### config.mk
export PLATFORM = sky130hd
export DESIGN_NAME = multicycle_maindec_flat
export DESIGN_NICKNAME = d
export VERILOG_FILES = /design/src/rtl/multicycle_maindec_if.sv /design/src/rtl/multicycle_maindec.sv /design/src/flat_wrapper.sv
export SDC_FILE = /design/constraint.sdc
export NUM_CORES = 1
export LEC_CHECK = 0
export ABC_AREA = 0
export BUFFER_PORTS_ARGS = -buffer_cell sky130_fd_sc_hd__buf_2
export CAP_MARGIN = 20
export CORE_ASPECT_RATIO = 1.2
export CORE_MARGIN = 3
export CORE_UTILIZATION = 50
export DETAILED_ROUTE_END_ITERATION = 16
export GPL_TIMING_DRIVEN = 0
export PLACE_DENSITY = 0.73
export SLEW_MARGIN = 10
export SYNTH_ARGS = -nofsm -noshare
export SYNTH_HDL_FRONTEND = slang
export SYNTH_SLANG_ARGS = --single-unit
export TNS_END_PERCENT = 10
### constraint.sdc
create_clock -name clk -period 3.2 [get_ports clk]
set_input_delay 0.48 -clock clk [delete_from_list [all_inputs] [get_ports clk]]
set_output_delay 0.48 -clock clk [all_outputs]
set_load 0.01 [all_outputs]
### src/rtl/multicycle_maindec_if.sv
// Control bundle between the multicycle main decoder (master) and the datapath (slave).
// The decoder reads the opcode and zero flag, and drives the mux selects and write strobes.
interface multicycle_maindec_if;
    logic [5:0] op;
    logic       zero;
    logic       iord;
    logic       memwrite;
    logic       irwrite;
    logic       regdst;
    logic       memtoreg;
    logic       regwrite;
    logic       alusrca;
    logic [1:0] alusrcb;
    logic [1:0] aluop;
    logic [1:0] pcsrc;
    logic       pcen;
    logic [3:0] state;

    modport master (
        input  op, zero,
        output iord, memwrite, irwrite, regdst, memtoreg, regwrite,
               alusrca, alusrcb, aluop, pcsrc, pcen, state
    );

    modport slave (
        output op, zero,
        input  iord, memwrite, irwrite, regdst, memtoreg, regwrite,
               alusrca, alusrcb, aluop, pcsrc, pcen, state
    );
endinterface

### src/rtl/multicycle_maindec.sv
// Moore control FSM for a multicycle MIPS datapath (lw, sw, R-type, beq, addi, j).
// Control outputs are registered alongside the state; only pcen looks at the zero flag.
module multicycle_maindec #(
    parameter logic [5:0] OP_RTYPE = 6'b000000,
    parameter logic [5:0] OP_LW    = 6'b100011,
    parameter logic [5:0] OP_SW    = 6'b101011,
    parameter logic [5:0] OP_BEQ   = 6'b000100,
    parameter logic [5:0] OP_ADDI  = 6'b001000,
    parameter logic [5:0] OP_J     = 6'b000010
) (
    input  logic                 clk,
    input  logic                 reset,
    multicycle_maindec_if.master bus
);

    typedef enum logic [3:0] {
        FETCH   = 4'd0,
        DECODE  = 4'd1,
        MEMADR  = 4'd2,
        MEMRD   = 4'd3,
        MEMWB   = 4'd4,
        MEMWR   = 4'd5,
        RTYPEEX = 4'd6,
        RTYPEWB = 4'd7,
        BEQEX   = 4'd8,
        ADDIEX  = 4'd9,
        ADDIWB  = 4'd10,
        JEX     = 4'd11
    } state_t;

    typedef struct packed {
        logic       iord;
        logic       memwrite;
        logic       irwrite;
        logic       regdst;
        logic       memtoreg;
        logic       regwrite;
        logic       alusrca;
        logic [1:0] alusrcb;
        logic [1:0] aluop;
        logic [1:0] pcsrc;
        logic       pcwrite;
        logic       branch;
    } ctrl_t;

    // Encodings 12-15 fall through to all-zero controls.
    function automatic ctrl_t f_ctrl(input logic [3:0] s);
        ctrl_t c;
        c = '0;
        case (s)
            FETCH: begin
                c.irwrite = 1'b1;
                c.pcwrite = 1'b1;
                c.alusrcb = 2'b01;
            end
            DECODE:  c.alusrcb = 2'b11;
            MEMADR: begin
                c.alusrca = 1'b1;
                c.alusrcb = 2'b10;
            end
            MEMRD:   c.iord = 1'b1;
            MEMWB: begin
                c.memtoreg = 1'b1;
                c.regwrite = 1'b1;
            end
            MEMWR: begin
                c.iord     = 1'b1;
                c.memwrite = 1'b1;
            end
            RTYPEEX: begin
                c.alusrca = 1'b1;
                c.aluop   = 2'b10;
            end
            RTYPEWB: begin
                c.regdst   = 1'b1;
                c.regwrite = 1'b1;
            end
            BEQEX: begin
                c.alusrca = 1'b1;
                c.aluop   = 2'b01;
                c.pcsrc   = 2'b01;
                c.branch  = 1'b1;
            end
            ADDIEX: begin
                c.alusrca = 1'b1;
                c.alusrcb = 2'b10;
            end
            ADDIWB:  c.regwrite = 1'b1;
            JEX: begin
                c.pcsrc   = 2'b10;
                c.pcwrite = 1'b1;
            end
            default: c = '0;
        endcase
        return c;
    endfunction

    logic [3:0] r_state;
    ctrl_t      r_ctrl;
    logic [3:0] w_next;
    ctrl_t      w_ctrl;

    always_comb begin
        w_next = FETCH;
        case (r_state)
            FETCH:  w_next = DECODE;
            DECODE: begin
                if (bus.op == OP_LW || bus.op == OP_SW) w_next = MEMADR;
                else if (bus.op == OP_RTYPE)            w_next = RTYPEEX;
                else if (bus.op == OP_BEQ)              w_next = BEQEX;
                else if (bus.op == OP_ADDI)             w_next = ADDIEX;
                else if (bus.op == OP_J)                w_next = JEX;
                else                                    w_next = FETCH;
            end
            MEMADR:  w_next = (bus.op == OP_LW) ? MEMRD : MEMWR;
            MEMRD:   w_next = MEMWB;
            RTYPEEX: w_next = RTYPEWB;
            ADDIEX:  w_next = ADDIWB;
            default: w_next = FETCH;
        endcase
    end

    // Outputs are precomputed from the next state so they line up with r_state.
    always_ff @(posedge clk) begin
        if (reset) begin
            r_state <= FETCH;
            r_ctrl  <= f_ctrl(FETCH);
        end else begin
            r_state <= w_next;
            r_ctrl  <= f_ctrl(w_next);
        end
    end

    assign w_ctrl = reset ? '0 : r_ctrl;

    assign bus.iord     = w_ctrl.iord;
    assign bus.memwrite = w_ctrl.memwrite;
    assign bus.irwrite  = w_ctrl.irwrite;
    assign bus.regdst   = w_ctrl.regdst;
    assign bus.memtoreg = w_ctrl.memtoreg;
    assign bus.regwrite = w_ctrl.regwrite;
    assign bus.alusrca  = w_ctrl.alusrca;
    assign bus.alusrcb  = w_ctrl.alusrcb;
    assign bus.aluop    = w_ctrl.aluop;
    assign bus.pcsrc    = w_ctrl.pcsrc;
    assign bus.pcen     = w_ctrl.pcwrite | (w_ctrl.branch & bus.zero);
    assign bus.state    = r_state;

endmodule
### src/flat_wrapper.sv
// flat-port wrapper written by rule: the top's interface ports become plain ports
module multicycle_maindec_flat 
#(
    parameter logic [5:0] OP_RTYPE = 6'b000000,
    parameter logic [5:0] OP_LW    = 6'b100011,
    parameter logic [5:0] OP_SW    = 6'b101011,
    parameter logic [5:0] OP_BEQ   = 6'b000100,
    parameter logic [5:0] OP_ADDI  = 6'b001000,
    parameter logic [5:0] OP_J     = 6'b000010
)
  (clk, reset, bus_op, bus_zero, bus_iord, bus_memwrite, bus_irwrite, bus_regdst, bus_memtoreg, bus_regwrite, bus_alusrca, bus_alusrcb, bus_aluop, bus_pcsrc, bus_pcen, bus_state);
  multicycle_maindec_if bus_i ();
  input  logic clk;
  input  logic reset;
  input wire logic [$bits(bus_i.op)-1:0] bus_op;
  input wire logic [$bits(bus_i.zero)-1:0] bus_zero;
  output wire logic [$bits(bus_i.iord)-1:0] bus_iord;
  output wire logic [$bits(bus_i.memwrite)-1:0] bus_memwrite;
  output wire logic [$bits(bus_i.irwrite)-1:0] bus_irwrite;
  output wire logic [$bits(bus_i.regdst)-1:0] bus_regdst;
  output wire logic [$bits(bus_i.memtoreg)-1:0] bus_memtoreg;
  output wire logic [$bits(bus_i.regwrite)-1:0] bus_regwrite;
  output wire logic [$bits(bus_i.alusrca)-1:0] bus_alusrca;
  output wire logic [$bits(bus_i.alusrcb)-1:0] bus_alusrcb;
  output wire logic [$bits(bus_i.aluop)-1:0] bus_aluop;
  output wire logic [$bits(bus_i.pcsrc)-1:0] bus_pcsrc;
  output wire logic [$bits(bus_i.pcen)-1:0] bus_pcen;
  output wire logic [$bits(bus_i.state)-1:0] bus_state;
  assign bus_i.op = bus_op;
  assign bus_i.zero = bus_zero;
  assign bus_iord = bus_i.iord;
  assign bus_memwrite = bus_i.memwrite;
  assign bus_irwrite = bus_i.irwrite;
  assign bus_regdst = bus_i.regdst;
  assign bus_memtoreg = bus_i.memtoreg;
  assign bus_regwrite = bus_i.regwrite;
  assign bus_alusrca = bus_i.alusrca;
  assign bus_alusrcb = bus_i.alusrcb;
  assign bus_aluop = bus_i.aluop;
  assign bus_pcsrc = bus_i.pcsrc;
  assign bus_pcen = bus_i.pcen;
  assign bus_state = bus_i.state;
  multicycle_maindec #(.OP_RTYPE(OP_RTYPE), .OP_LW(OP_LW), .OP_SW(OP_SW), .OP_BEQ(OP_BEQ), .OP_ADDI(OP_ADDI), .OP_J(OP_J)) u_core (.clk(clk), .reset(reset), .bus(bus_i));
endmodule
==> impl_results.md <==
* Crit Reg-Reg Startpoint: u_core.bus.state[0]
* Final core occ at 64.7%
* Pin count of the biggest net entering global routing at 11
* Initial Util at 54.7%
* NumNets Final at 138
* CTS H-tree lvls at 1
* Main flop type after synthesis: dfxtp_1
* Minimum clock period after layout at 1.79 ns
* Placer Congestion at 0.850
* Vias at 808
* Slew Viols, Final at 0
* Initial antenna violation count at 0
* CP Cell Sequence: nor4b_2 > nand2_1 > o311ai_2 > nor2_2 > a221o_1
* First-pass GRT wire length at 3.26 mm
* Post-DRT Antenna Nets at 0
* Ranking of synthesized cells by area: dfxtp_1, nor2b_1, a21oi_1
* Mapped Nets at 108
* CTS tree: yes
* Input/output buffers at 25
* Seq/Total Area, Yosys at 38.7%
* TNS Setup at 0 ns
* TritonCTS Buffers at 3
* Post-Synthesis Cell Area at 931 µm²
* Die Y at 53.3 µm
* Starting DRT DRC Count at 8
* Netlist cell types at 40
* Top-count cell post-synth: dfxtp_1
* # fillers at 176
* HP Start: reset
* Max_cap viols at 0
* Die W at 45.4 µm
* Post-synthesis async set-or-reset flop share at 0%
* WHS Endpoint: u_core.r_ctrl[13]
* Pre-antenna DRT Iters at 4
* Status: completed
* WP data required at 3.38 ns
* CP max FO at 8
* All-Layer GR Usage at 18.1%
* # rows at 16
* Clock Path Buffers at 2
* Top cell type's share of synthesized area at 38.7%
* Data arrival, critical path at 1.97 ns
* Post CTS Setup Buffer Count at 0
* WHS Path Cells at 2
* Slowest Stage Delay on Critical Path at 0.46 ns
* Yosys warns at 0
* Max frequency at 559 MHz
* HP Class: input port to register
* Crit end category: register
* CTS Sinks at 18
* Lkg Pwr at 0.467 nW
* Total power at 394 µW
* Worst-path cell with the longest stage delay: dfxtp_1
* Crit start category: register
* FF-to-FF path depth at 5
* Final setup fails at 0
* Vias in the first global route at 754
* Post-CTS resize count at 0
* Syn Inst Count at 99
* Clock root buffer: clkbuf_4
* Power per cell area at 358 nW/µm²
* Post-DP HPWL at 1.46 mm
* Synth area leader: dfxtp_1
* RSZ-0062 raised after global routing: no
* Antenna diode count at 0
* Wire per inst at 12.8 µm
* Crit Reg-Reg Endpoint: u_core.r_ctrl[1]
* Worst rel slew slack at 75.3%
* Post-synth top cells: dfxtp_1, nor2b_1, a21oi_1
* Fin. Hold Viols at 0
* Final WL at 1.86 mm
* Core Area at 1700 µm²
* Vias per inst at 5.57
* Mean Syn Cell Area at 9.40 µm²
* Clock transition at path regs at 0.09 ns
* Hold_buf cts at 0
* I/O pins at 27
* Die Area at 2420 µm²
* Drc violations at 0
* Final Cycle Share at 55.9%
* Layout area overhead at 18.3%
* R2r setup slk at 1.41 ns
* Post-synthesis register bit count at 18
* Grt ovf at 0
* Worst-Skew Late Latency at 0.29 ns
* Slew at the pin closest to its max-slew limit at 0.370 ns
* Fin Clk Skew at 0.00279 ns
* Layout cells sized above 1 at 39.4%
* Crit path kind: register to register
* Max IR drop VDD at 201 µV
* Post-synth EDFFs at 0
-- cell type report --
type                    count  area, µm²  area share (%)
plain buffers               4       42.5            3.86
clock buffers               3       22.5            2.05
inverters                   3       11.3            1.02
multi-input cells          74        517            46.9
flip-flops and latches     18        360            32.7
well taps                  18       22.5            2.05
repair buffers             25        125            11.4
-- metrics by stage --
stage	hold WS, ns	cells	instance area, µm²	worst slack [ns]
2_1_floorplan	0.719	99	931	1.46
3_3_place_gp	0.749	142	1080	1.18
3_5_place_dp	0.749	142	1080	1.14
4_1_cts	0.447	145	1100	1.41
5_1_grt	0.458	145	1100	1.29
6_report	0.446	145	1100	1.41
-- worst max-delay path: cells and delay by family (launching register included) --
| kind | cells | cell delay, ns |
|---|---|---|
| simple gates | 3 | 0.52 |
| compound gates | 2 | 0.71 |
| flops | 1 | 0.46 |
-- cells in the final DEF (no fill, tap or decap), types with 2 or more instances in the layout --
cell / instances
a21o_2: 2
a21oi_1: 7
a21oi_2: 2
a31o_2: 2
and2_1: 4
buf_2: 25
clkbuf_4: 3
clkbuf_8: 2
dfxtp_1: 18
inv_1: 2
nand2_1: 4
nor2_1: 6
nor2b_1: 15
nor3_1: 5
nor4b_2: 2
xor2_1: 2
-- layer usage --
metal  global-route usage, %  share of wire (%)  vias to the layer above
li1                        -                  -                      407
met1                    20.9                 42                      370
met2                    31.6                 49                       24
met3                    1.36                4.6                        7
met4                    10.2                3.5                        0
met5                       0                  0                        -
-- report_power, final --
part	switching, mW	internal, mW	total (mW)
sequential	0.00325	0.229	0.232
combinational	0.0308	0.0250	0.0558
clock	0.0623	0.0438	0.106
-- state kept, by name, indices dropped and copies added, names as in the netlist --
name / flops
u_core.r_ctrl: 14
u_core.bus.state: 4
-- cells by family (layout without fill, tap and decap cells) --
logic type / count (synthesis) / in the layout / synth area share (%)
DFF: 18 / 18 / 38.7
xor gates and xnor gates: 3 / 3 / 2.82
and+or+nand+nor: 48 / 48 / 33.6
buffers and inverters: 7 / 35 / 5.78
AOI/OAI and AO/OA: 23 / 23 / 19.1
-- worst max-delay path by stage --
stage,startpoint,end,slack (ns),cells after the start
final,u_core.bus.state[0],u_core.r_ctrl[1],1.41,5
after global routing,u_core.bus.state[0],u_core.r_ctrl[1],1.29,5
after CTS,u_core.bus.state[0],u_core.r_ctrl[1],1.41,5
after detailed placement,bus_op[5],u_core.r_ctrl[1],1.14,6
after global placement,bus_op[5],u_core.r_ctrl[1],1.18,6
after floorplan,bus_op[5],u_core.r_ctrl[1],1.46,5
Power figures use the tool's default switching activity.
